==> config.mk <==
export PLATFORM = sky130hd
export DESIGN_NAME = cluster_data_demux_n
export DESIGN_NICKNAME = d
export VERILOG_FILES = /design/src/rtl/cluster_data_demux_n.sv
export SDC_FILE = /design/constraint.sdc
export NUM_CORES = 1
export LEC_CHECK = 0
export ABC_CLOCK_PERIOD_IN_PS = 6300
export CELL_PAD_IN_SITES_DETAIL_PLACEMENT = 1
export CELL_PAD_IN_SITES_GLOBAL_PLACEMENT = 2
export CORE_AREA = 2 2 241 243
export CTS_CLUSTER_DIAMETER = 100
export CTS_CLUSTER_SIZE = 28
export DETAILED_ROUTE_END_ITERATION = 8
export DIE_AREA = 0 0 243 245
export PLACE_DENSITY = 0.74
export SLEW_MARGIN = 20
export SYNTH_ARGS = -nofsm -noshare
export SYNTH_HDL_FRONTEND = slang
export SYNTH_SLANG_ARGS = --single-unit
==> constraint.sdc <==
create_clock -name clk_i -period 6.3 [get_ports clk_i]
set_input_delay 0.63 -clock clk_i [delete_from_list [all_inputs] [get_ports clk_i]]
set_output_delay 0.63 -clock clk_i [all_outputs]
set_load 0.02 [all_outputs]
==> src/rtl/cluster_data_demux_n.sv <==
// cluster_data_demux_n
// Routes one core request port onto N_TARGETS downstream ports using a
// base/mask address decode (lowest matching index wins). Responses are
// returned in order by only allowing outstanding requests to a single
// target at a time. Unmatched addresses are answered locally with an
// error response one cycle after acceptance.
//
// Optional feature macro: CLUSTER_DEMUX_PERF_EN
//   defined   -> perf_stall_o / perf_err_o event pulses are generated
//   undefined -> perf_stall_o / perf_err_o are tied low (default build)

module cluster_data_demux_n #(
    parameter int N_TARGETS       = 3,
    parameter int ADDR_WIDTH      = 32,
    parameter int DATA_WIDTH      = 32,
    parameter int MAX_OUTSTANDING = 4,
    localparam int BE_WIDTH       = DATA_WIDTH / 8
) (
    input  logic                             clk_i,
    input  logic                             rst_i,

    input  logic [N_TARGETS*ADDR_WIDTH-1:0]  addr_base_i,
    input  logic [N_TARGETS*ADDR_WIDTH-1:0]  addr_mask_i,

    input  logic                             core_req_i,
    input  logic                             core_wen_i,
    input  logic [ADDR_WIDTH-1:0]            core_add_i,
    input  logic [DATA_WIDTH-1:0]            core_wdata_i,
    input  logic [BE_WIDTH-1:0]              core_be_i,

    output logic                             core_gnt_o,
    output logic                             core_r_valid_o,
    output logic                             core_r_opc_o,
    output logic [DATA_WIDTH-1:0]            core_r_rdata_o,

    output logic [N_TARGETS-1:0]             tgt_req_o,
    output logic [N_TARGETS-1:0]             tgt_wen_o,
    output logic [N_TARGETS*ADDR_WIDTH-1:0]  tgt_add_o,
    output logic [N_TARGETS*DATA_WIDTH-1:0]  tgt_wdata_o,
    output logic [N_TARGETS*BE_WIDTH-1:0]    tgt_be_o,

    input  logic [N_TARGETS-1:0]             tgt_gnt_i,
    input  logic [N_TARGETS-1:0]             tgt_r_valid_i,
    input  logic [N_TARGETS-1:0]             tgt_r_opc_i,
    input  logic [N_TARGETS*DATA_WIDTH-1:0]  tgt_r_rdata_i,

    output logic                             perf_stall_o,
    output logic                             perf_err_o
);

    // Target index needs one extra code point for the internal error slave.
    localparam int              TGT_W   = $clog2(N_TARGETS + 1);
    localparam logic [TGT_W-1:0] ERR_IDX = TGT_W'(N_TARGETS);

    // Counter must be able to hold MAX_OUTSTANDING itself.
    localparam int               CNT_W   = $clog2(MAX_OUTSTANDING + 1);
    localparam logic [CNT_W-1:0] MAX_CNT = CNT_W'(MAX_OUTSTANDING);

    localparam logic [31:0] ERR_WORD = 32'hBADACCE5;

    typedef enum logic [1:0] {
        S_IDLE = 2'd0,
        S_BUSY = 2'd1,
        S_FULL = 2'd2
    } state_t;

    state_t             state_q, state_d;
    logic [CNT_W-1:0]   count_q, count_d;
    logic [TGT_W-1:0]   last_tgt_q, last_tgt_d;
    logic               err_pend_q, err_pend_d;

    logic               match_found;
    logic [TGT_W-1:0]   match_idx;
    logic               match_gnt;
    logic               admissible;
    logic               accept;

    logic               tgt_rsp_valid;
    logic               tgt_rsp_opc;
    logic [DATA_WIDTH-1:0] tgt_rsp_rdata;
    logic               rsp_from_tgt;
    logic               rsp;
    logic [DATA_WIDTH-1:0] err_rdata;

    // Error payload, zero-extended or truncated to the data width.
    always_comb begin
        err_rdata = '0;
        for (int b = 0; b < DATA_WIDTH && b < 32; b++) begin
            err_rdata[b] = ERR_WORD[b];
        end
    end

    // Address decode: scan from the top so the lowest matching index is the one left standing.
    always_comb begin
        match_found = 1'b0;
        match_idx   = ERR_IDX;
        match_gnt   = 1'b1;
        for (int t = N_TARGETS - 1; t >= 0; t--) begin
            if ((core_add_i & addr_mask_i[t*ADDR_WIDTH +: ADDR_WIDTH]) ==
                (addr_base_i[t*ADDR_WIDTH +: ADDR_WIDTH] & addr_mask_i[t*ADDR_WIDTH +: ADDR_WIDTH])) begin
                match_found = 1'b1;
                match_idx   = TGT_W'(t);
                match_gnt   = tgt_gnt_i[t];
            end
        end
    end

    // A request may only go out if there is room and it keeps responses in order.
    always_comb begin
        admissible = (state_q != S_FULL) &&
                     ((state_q == S_IDLE) || (match_idx == last_tgt_q));
        core_gnt_o = admissible && match_gnt && !rst_i;
        accept     = core_req_i && core_gnt_o;
    end

    // Forward the request to the matched target only. The request is also held back
    // while not admissible so a target can never take a transfer the core was not granted.
    always_comb begin
        tgt_req_o = '0;
        for (int t = 0; t < N_TARGETS; t++) begin
            tgt_req_o[t] = core_req_i && match_found && (match_idx == TGT_W'(t)) &&
                           admissible && !rst_i;
        end
        tgt_wen_o   = {N_TARGETS{core_wen_i}};
        tgt_add_o   = {N_TARGETS{core_add_i}};
        tgt_wdata_o = {N_TARGETS{core_wdata_i}};
        tgt_be_o    = {N_TARGETS{core_be_i}};
    end

    // Select the response channel of the target that currently owns the outstanding requests.
    always_comb begin
        tgt_rsp_valid = 1'b0;
        tgt_rsp_opc   = 1'b0;
        tgt_rsp_rdata = '0;
        for (int t = 0; t < N_TARGETS; t++) begin
            if (last_tgt_q == TGT_W'(t)) begin
                tgt_rsp_valid = tgt_r_valid_i[t];
                tgt_rsp_opc   = tgt_r_opc_i[t];
                tgt_rsp_rdata = tgt_r_rdata_i[t*DATA_WIDTH +: DATA_WIDTH];
            end
        end
    end

    // Merge target and local error responses; stray responses with nothing outstanding are dropped.
    always_comb begin
        rsp_from_tgt   = tgt_rsp_valid && (state_q != S_IDLE);
        rsp            = rsp_from_tgt || err_pend_q;
        core_r_valid_o = rsp;
        core_r_opc_o   = 1'b0;
        core_r_rdata_o = '0;
        if (err_pend_q) begin
            core_r_opc_o   = 1'b1;
            core_r_rdata_o = err_rdata;
        end else if (rsp_from_tgt) begin
            core_r_opc_o   = tgt_rsp_opc;
            core_r_rdata_o = tgt_rsp_rdata;
        end
    end

    // Outstanding bookkeeping: count, owning target and pending error reply.
    always_comb begin
        count_d    = count_q;
        last_tgt_d = last_tgt_q;
        err_pend_d = accept && !match_found;
        if (accept && !rsp) begin
            count_d = count_q + CNT_W'(1);
        end else if (!accept && rsp) begin
            count_d = count_q - CNT_W'(1);
        end
        if (accept) begin
            last_tgt_d = match_idx;
        end
    end

    // Occupancy state machine, following the outstanding count.
    always_comb begin
        state_d = state_q;
        case (state_q)
            S_IDLE: begin
                if (count_d == MAX_CNT) begin
                    state_d = S_FULL;
                end else if (count_d != '0) begin
                    state_d = S_BUSY;
                end
            end
            S_BUSY: begin
                if (count_d == '0) begin
                    state_d = S_IDLE;
                end else if (count_d == MAX_CNT) begin
                    state_d = S_FULL;
                end
            end
            S_FULL: begin
                if (count_d == '0) begin
                    state_d = S_IDLE;
                end else if (count_d != MAX_CNT) begin
                    state_d = S_BUSY;
                end
            end
            default: state_d = S_IDLE;
        endcase
    end

    // State registers; reset discards all outstanding tracking.
    always_ff @(posedge clk_i or posedge rst_i) begin
        if (rst_i) begin
            state_q    <= S_IDLE;
            count_q    <= '0;
            last_tgt_q <= '0;
            err_pend_q <= 1'b0;
        end else begin
            state_q    <= state_d;
            count_q    <= count_d;
            last_tgt_q <= last_tgt_d;
            err_pend_q <= err_pend_d;
        end
    end

`ifdef CLUSTER_DEMUX_PERF_EN
    logic perf_err_q, perf_err_d;

    // Decode-error event, aligned with the error reply it produced.
    always_comb begin
        perf_err_d = accept && !match_found;
    end

    // Register for the decode-error event pulse.
    always_ff @(posedge clk_i or posedge rst_i) begin
        if (rst_i) begin
            perf_err_q <= 1'b0;
        end else begin
            perf_err_q <= perf_err_d;
        end
    end

    assign perf_stall_o = core_req_i && !core_gnt_o && !rst_i;
    assign perf_err_o   = perf_err_q;
`else
    assign perf_stall_o = 1'b0;
    assign perf_err_o   = 1'b0;
`endif

endmodule

==> flow_results.org, run 1 <==
** Status
- The run finished with clean final reports.

** Yosys
- Yosys printed 0 warnings.
- Proportion of synthesized chip area in sequential cells :: 4.60%
- Share of Yosys cell area claimed by the top area cell type :: 36.0%
- Summing the areas of all fa, ha and maj instances in the mapped netlist gives 0.574% of the synthesized area.
- Summing every instance area after synthesis gives 0.00436 mm2.
- Of all flip-flops after synthesis, the portion carrying an async set or reset was 100%.
- Yosys cell types :: 38
- Of the total synthesized cell area, the portion taken by XOR and XNOR cells is 20.1%.
- In this run, synthesis produced a sequential element count of 8.
- Simple logic cell fraction of the synthesized area :: 10.8%
- Average instance area after synthesis :: 7.51 um2
- Largest area contributor in the netlist :: sky130_fd_sc_hd__buf_4
- Sorting the synthesized cells by area gives the leading types as sky130_fd_sc_hd__buf_4 36%, sky130_fd_sc_hd__xor2_1 20%, sky130_fd_sc_hd__mux2i_1 8.3%.
- Number of flops mapped to enable cells by yosys :: 0
- Main combinational cell family by area after synthesis :: buffers and inverters
- Summing the areas of all compound-gate instances in the mapped netlist gives 17.5% of the synthesized area.
- Multiplexer area fraction after synthesis :: 8.53%
- Most frequently used flop master after synthesis :: sky130_fd_sc_hd__dfrtp_1
- Number of cells produced by synthesis :: 580

** Detailed routing
- Number of DRC violations after detailed routing :: 0
- Total routed wirelength :: 27.2 mm
- The detail route stage leaves a number of antenna-violating nets equal to 0.
- Router iterations before antenna repair :: 4
- Drt initial violations :: 108
- After detailed routing, the average wire length per cell comes to 17.1 um.
- Overall via count from detail_route :: 4,842
- After detailed routing, the number of vias per cell comes to 3.04.

** Layout
- At the end of the flow, the number of nets in the layout was 1,200.
- From synthesis to final layout, the design area changed by 94.2%.
- For this run, the number of standard cells in the final layout without fillers is 1,593.
- Final-layout fill cell count :: 6,883
- In the layout the commonest cells are 465 x sky130_fd_sc_hd__clkdlybuf4s50_1, 98 x sky130_fd_sc_hd__xor2_1, 48 x sky130_fd_sc_hd__a22oi_1.
- Diodes inserted :: 0
- Fraction of final layout cells sized beyond drive strength 1 :: 2.17%
- Leaving out fill and tap cells, the most frequent cell in the layout is sky130_fd_sc_hd__clkdlybuf4s50_1.

** Clock tree
- TritonCTS built the clock tree.
- CTS root buffer :: sky130_fd_sc_hd__clkbuf_16
- In this run, post-CTS hold repair placed 0 buffers.
- After clock tree synthesis, the clock-pin slew on the worst setup and hold paths is 0.04 ns.
- The tree built by TritonCTS fans out to 8 sinks.
- At the later pin of the worst-skew pair, clock insertion delay measures 0.23 ns.
- Post-CTS repair timing setup buffer count :: 0
- The longest clock path from root to sink contains 2 buffers.
- Number of buffers inserted during clock tree synthesis :: 3
- H-tree levels :: 1
- In this run, post-CTS repair resized a total of 0 instances.

** Timing
- The smallest clock period supported by the final layout is computed as 5.18 ns.
- Clock skew on the completed layout was measured at 0.00504 ns.
- Setup repair after global routing missed its margin :: false
- The final max-slew violation count came to 0.
- Worst max-slew margin expressed relative to the limit :: 52.6%
- After routing, the total negative slack on setup checks comes to 0 ns.
- The final hold violation count was 0.
- Setup violations remaining at the end of the flow were counted as 0.
- In the finished design, the share of the clock period the worst path needs comes to 82.2%.
- Maximum operating frequency :: 193 MHz
- Actual slew at the worst max-slew pin :: 0.711 ns

** Floorplanning
- The floorplan has 88 rows.
- Core region area :: 0.0570 mm2
- From bottom edge to top edge, the die measures 245 um.
- The initial utilization of the core area, before any placement, comes to 7.64%.
- The die covers 0.0595 mm2.
- Die X-Extent :: 243 um
- 616 I/O pins were placed.

** Power and ir drop
- Pwr Density :: 145 mW/mm2
- Leak Pwr :: 3.33 nW
- Across the VDD grid, the largest voltage drop is 0.0803 mV.

** Setup path
- STA puts the critical path data arrival time at 4.55 ns.
- Of all nets on the critical path, the largest fanout is 6.
- The worst setup path is captured at an output port.
- Setup crit start kind :: input pin
- Start point of the critical path :: core_add_i[24]
- For this design, the slowest cell found on the critical path is sky130_fd_sc_hd__clkdlybuf4s50_1.
- In this run the critical register-to-register path is launched from last_tgt_q[1]$_DFFE_PP0P_.
- Grouping stages by cell kind, the critical path spends the most delay in simple AND/OR/NAND/NOR gates.
- At the worst endpoint, the required time is 5.67 ns.
- Crit-path cells :: clkdlybuf4s50_1, xor2_1, a22oi_1, nand4_1, nor4_2, xor2_1, a41o_1, nor2_1, nor2_1, and2_1, clkdlybuf4s50_1
- On the worst path, the slowest cell contributes a delay of 0.67 ns.
- Worst-case register-to-register setup slack :: 3.40 ns
- Count of buffer and inverter cells on the critical path :: 2
- The worst setup path is of the input pin to output port kind.

** GRT
- Met3 routing resource usage after global routing :: 3.02%
- Top Usage Layer GRT :: met2
- After global routing the overflow that remains totals 0.
- In the global route stage, met1 resource usage came out at 10.8%.
- Global-route met2 utilization :: 14.5%
- Global-route wire length before repair :: 37.3 mm
- Initial antenna violation count :: 4
- Vias in the first global route :: 5,290
- Largest net degree at the start of global routing :: 39
- Global routing usage summed across all routing layers :: 8.52%

** Place
- During placement, the flow inserted port buffers numbering 465.
- At the end of routability-driven placement, the weighted congestion stood at 0.845.
- Placed cell count :: 1,589
- Post-detail-place hpwl :: 24.2 mm

** Hold path
- Path category of the worst min-delay check :: register to register
- The worst hold path begins at count_q[2]$_DFF_PP0_.

** Run
- Max-cap viol count :: 0
## synth_stat cells, types with 2 or more instances
| master | instances |
|---|---|
| sky130_fd_sc_hd__and3_1 | 2 |
| sky130_fd_sc_hd__a21o_1 | 20 |
| sky130_fd_sc_hd__buf_4 | 209 |
| sky130_fd_sc_hd__buf_1 | 3 |
| sky130_fd_sc_hd__ha_1 | 2 |
| sky130_fd_sc_hd__nand2b_1 | 2 |
| sky130_fd_sc_hd__nand4_1 | 12 |
| sky130_fd_sc_hd__inv_1 | 4 |
| sky130_fd_sc_hd__nor4_4 | 2 |
| sky130_fd_sc_hd__nor2b_1 | 3 |
| sky130_fd_sc_hd__xnor2_1 | 2 |
| sky130_fd_sc_hd__nand2_1 | 27 |
| sky130_fd_sc_hd__clkbuf_1 | 14 |
| sky130_fd_sc_hd__or3_1 | 2 |
| sky130_fd_sc_hd__a22oi_1 | 48 |
| sky130_fd_sc_hd__a21oi_1 | 16 |
| sky130_fd_sc_hd__xor2_1 | 98 |
| sky130_fd_sc_hd__o21ai_0 | 20 |
| sky130_fd_sc_hd__mux2i_1 | 36 |
| sky130_fd_sc_hd__dfrtp_1 | 8 |
| sky130_fd_sc_hd__nor2_1 | 33 |
## registers in the layout, indices dropped and copies added (netlist names)
register and flops:
count_q 3, err_pend_q 1, last_tgt_q 2, state_q 2
## power by group
group	internal, mW	switching [mW]
clock network	0.0843	0.0246
logic	0.506	0.515
registers	0.0721	0.0259
## layout make-up
class | instances | area (um2) | area share, %
well taps | 765 | 957 | 11.3
clock buffers | 4 | 78.8 | 0.932
inverters | 4 | 15.0 | 0.177
flip-flops and latches | 8 | 203 | 2.40
multi-input cells | 343 | 2520 | 29.8
repair buffers | 469 | 4680 | 55.4
## kinds of logic after synthesis
logic type	after synthesis
DFF	8
AOI/OAI and AO/OA	110
adders and majority gates	2
muxes	37
and+or+nand+nor	92
other	1
xor gates and xnor gates	100
buffers and inverters	230
## worst paths after layout
check | cells after the start | endpoint
worst max-delay path | 11 | core_gnt_o
worst min-delay path | 1 | count_q[2]$_DFF_PP0_
worst max register to register | 11 | state_q[1]$_DFFE_PP0P_
worst min register to register | 1 | count_q[2]$_DFF_PP0_
max in group asynchronous | 2 | last_tgt_q[1]$_DFFE_PP0P_
min in group asynchronous | 2 | state_q[1]$_DFFE_PP0P_
## through the flow
step	instance area, um2	total power [mW]	worst slack, ns	utilization (%)	hold slack [ns]
6_report	8460	1.23	1.12	14.8	0.466
5_1_grt	8460	1.33	0.833	14.8	0.490
4_1_cts	8460	1.26	0.890	14.8	0.467
3_5_place_dp	8380	1.14	0.909	14.7	0.461
3_3_place_gp	8380	1.13	0.974	14.7	0.445
2_1_floorplan	4360	0.685	3.23	-	0.431
## layer usage
| metal | share of wire (%) | vias to the layer above |
|---|---|---|
| li1 | - | 2257 |
| met1 | 42 | 2213 |
| met2 | 48 | 352 |
| met3 | 9.6 | 14 |
| met4 | 0.42 | 6 |
| met5 | 0.11 | - |
Note: power is estimated with default switching activity, not from simulation.
==> run 2, diff against run 1 <==
ABC_CLOCK_PERIOD_IN_PS = 4500   (was 6300)
CORE_AREA = 2 2 238 240   (was 2 2 241 243)
DIE_AREA = 0 0 240 242   (was 0 0 243 245)
PLACE_DENSITY = 0.78   (was 0.74)
clock period = 4.5 ns   (was 6.3 ns; I/O delays follow)
==> flow_results.org, run 2 (same netlist as run 1, synthesis figures left out) <==
** Status
- The flow ran to the end, and the final reports show no timing, DRC or antenna violations.

** GRT
- Global-route wire length before repair :: 36.5 mm (-2.4%)
- The global routing usage summed across all routing layers is 8.49% (-0.023 points).
- The number of global-route vias before repair was 5,523 (+4.4%).
- The initial antenna violation count came to 1 (-3).
- The remaining global-route overflow was 0 (unchanged).
- The maximum number of pins on one net before global-route repair came to 39 (unchanged).

** Floorplanning
- Total Die Area :: 0.0581 mm2 (-2.4%)
- The core region area came to 0.0557 mm2 (-2.3%).
- Top-level I/O count :: 616 (unchanged)
- The die span in x is 240 um (-1.2%).
- The initial core utilization came to 7.82% (+0.18 points).
- Site row count :: 87 (-1.1%)
- The die height was 242 um (-1.2%).

** Timing
- Worst max-slew margin expressed relative to the limit :: 48.0% (-4.6 points)
- Total count of max-transition violations in the final report :: 0 (unchanged)
- Setup repair after global routing left no endpoint under its margin.
- The smallest setup slack after layout came to 0.264 ns (-0.857 ns).
- Post-route clock period utilization :: 94.1%
- The final hold violation count is 0 (unchanged).
- The final setup violation count was 0 (unchanged).
- Clock skew after layout :: 0.00341 ns (-0.00164 ns)
- For the finished layout, the period the worst path requires is 4.24 ns.
- The measured slew at the worst slew-check pin was 0.778 ns (+0.0678 ns).
- For this run, the top clock speed supported by timing is 236 MHz.

** Detailed routing
- Total routed wirelength :: 26.3 mm (-3.3%)
- The routed length per placed instance was 16.4 um (-4.2%).
- The via count of the routed design was 4,948 (+2.2%).
- The per-cell via count in the routed design came to 3.08 (+1.3%).
- The number of remaining DRC errors is 0 (unchanged).
- Total routed wire length on the met1 layer :: 10.5 mm (-8.8%)
- Router iterations before antenna repair :: 4 (unchanged)
- Total length of routed met3 wires :: 2.56 mm (-1.8%)
- The highest layer touched by signal routing is met5.
- Drt initial violations :: 118 (+9.3%)
- Antenna viol nets, final :: 0 (unchanged)
- The met2 wire length came to 13.2 mm (+2.0%).

** Place
- The count of buffers from port buffering was 465 (unchanged).
- The half-perimeter wire length after placement is 23.7 mm (-1.9%).
- The placer congestion estimate was 0.829 (-1.9%).
- The post-place setup slack came to -0.143 ns (-1.05 ns).
- Placed cell count :: 1,602 (+0.82%)

** Setup path
- For this design, the slowest cell found on the critical path is sky130_fd_sc_hd__clkdlybuf4s50_1.
- The total stage count of the critical path is 12 (+1).
- The worst setup path is launched from an input pin.
- The number of cell instances on the worst register-to-register path is 10 (-1).
- The endpoint arrival time on the critical path is 3.79 ns (-0.76 ns).
- The critical path data required time was 4.05 ns (-1.62 ns).
- The largest driver fanout on the critical path came to 6 (unchanged).
- Critical path class :: input pin to output port
- The signal on the critical path passes through clkdlybuf4s50_1, xor2_1, a22oi_2, nand4_1, nor4_4, buf_4, xor2_1, a41o_1, nor2_1, nor2_2, and4b_1, clkdlybuf4s50_1.
- Delay of the slowest cell on the worst path :: 0.61 ns (-0.06 ns)
- The buffering stage count on the worst path with inverters included is 3 (+1).
- Grouping stages by cell kind, the critical path spends the most delay in buffers and inverters.
- Capturing element type of the critical path :: output port

** Power and ir drop
- Pwr Density :: 200 mW/mm2 (+38%)
- The peak supply drop came to 0.109 mV (+35%).
- Leak Pwr :: 3.51 nW (+5.4%)

** Hold path
- The tightest min-delay check is of the register to register type.
- Hold-critical path depth :: 1 (unchanged)

** Layout
- Final-layout fill cell count :: 6,689 (-2.8%)
- The flip-flop count of the largest register, all copies and words added is 3 (unchanged).
- Fraction of final layout cells sized beyond drive strength 1 :: 5.76% (+3.6 points)
- Diodes inserted :: 0 (unchanged)
- Relative area change from synthesis to final layout :: 99.1%
- Fin cells :: 1,607 (+0.88%)
- The largest registers in the layout are count_q (3), last_tgt_q (2), state_q (2).
- Top library cells by usage in the layout, fill and taps aside :: 456 x sky130_fd_sc_hd__clkdlybuf4s50_1, 98 x sky130_fd_sc_hd__xor2_1, 42 x sky130_fd_sc_hd__a22oi_1
- Reg with most FFs :: count_q
- The library cell used most frequently in the layout, excluding fill and tap cells, is sky130_fd_sc_hd__clkdlybuf4s50_1.
- Layout Nets :: 1,223 (+1.9%)

** Clock tree
- The later-pin clock latency in the skew report is 0.23 ns (about the same).
- H-tree levels :: 1 (unchanged)
- Clock Sinks :: 8 (unchanged)
- CTS root buffer :: sky130_fd_sc_hd__clkbuf_16
- Number of buffers inserted during clock tree synthesis :: 3 (unchanged)
- The buffer depth of the longest clock path was 2 (unchanged).
- TritonCTS built the clock tree.
- The post-CTS clock slew at the launch and capture registers of the worst setup and hold paths was 0.04 ns (about the same).

** Run
- Max-cap viol count :: 0 (unchanged)
[run 2: cell count changes in the layout (fill, tap and decap cells not counted), sizes merged]
cell           previous run  this run
dlygate4sd2               0         4
dlymetal6s2s              0         4
buf                       4        28
clkdlybuf4s50           465       456
[run 2: worst reg2reg max path: cells and delay by family (launching register included)]
| family | cells | cell delay, ns |
|---|---|---|
| AO/OA/AOI/OAI | 2 | 0.24 |
| buffers and inverters | 1 | 0.21 |
| flip-flops | 1 | 0.76 |
| multiplexers | 2 | 0.40 |
| AND/OR/NAND/NOR | 5 | 1.15 |
[run 2: final timing paths]
kind                                                start                        end  slack, ns
worst max register to register  last_tgt_q[1]$_DFFE_PP0P_     state_q[1]$_DFFE_PP0P_       1.68
min in group asynchronous                           rst_i     state_q[0]$_DFFE_PP0P_       0.55
worst min-delay path                 count_q[2]$_DFF_PP0_       count_q[2]$_DFF_PP0_       0.47
worst min register to register       count_q[2]$_DFF_PP0_       count_q[2]$_DFF_PP0_       0.47
max in group asynchronous                           rst_i  last_tgt_q[1]$_DFFE_PP0P_       3.66
worst max-delay path                       core_add_i[24]               tgt_req_o[1]       0.26
[run 2: metal layers]
layer,vias to the layer above,GRT usage (%)
li1,2302,-
met1,2310,9.82
met2,330,15.3
met3,4,3.49
met4,2,0.237
met5,-,0
[run 2: timing repair]
| action | in CTS | in global routing |
|---|---|---|
| buffers inserted | 1 | 0 |
| hold buffers | 0 | 0 |
| pin swaps | 5 | 5 |
| gates resized for setup | 7 | 10 |
| setup endpoints to repair | 4 | 4 |
[run 2: report_power, final]
group	total, mW	internal (mW)	switching [mW]
combinational	1.45	0.734	0.720
clock	0.153	0.118	0.0347
sequential	0.130	0.101	0.0289
total	1.74	0.953	0.784
[run 2: per-stage QoR]
stage          util [%]  cell area [um2]  power (mW)  TNS [ns]  hold WS, ns
2_1_floorplan         -             4360       0.959         0        0.294
3_5_place_dp       15.3             8540        1.61    -0.437        0.461
4_1_cts            15.5             8640        1.77         0        0.470
6_report           15.6             8680        1.74         0        0.467
3_3_place_gp       15.3             8540        1.59    -0.359        0.445
5_1_grt            15.6             8680        1.87         0        0.491
[run 2: layout make-up]
class	instances	area, um2	area share [%]
multi-input combinational	343	2560	29.5
clock buffer	4	78.8	0.909
sequential	8	201	2.32
inverter	4	15.0	0.173
tap	756	946	10.9
timing repair buffer	492	4870	56.2
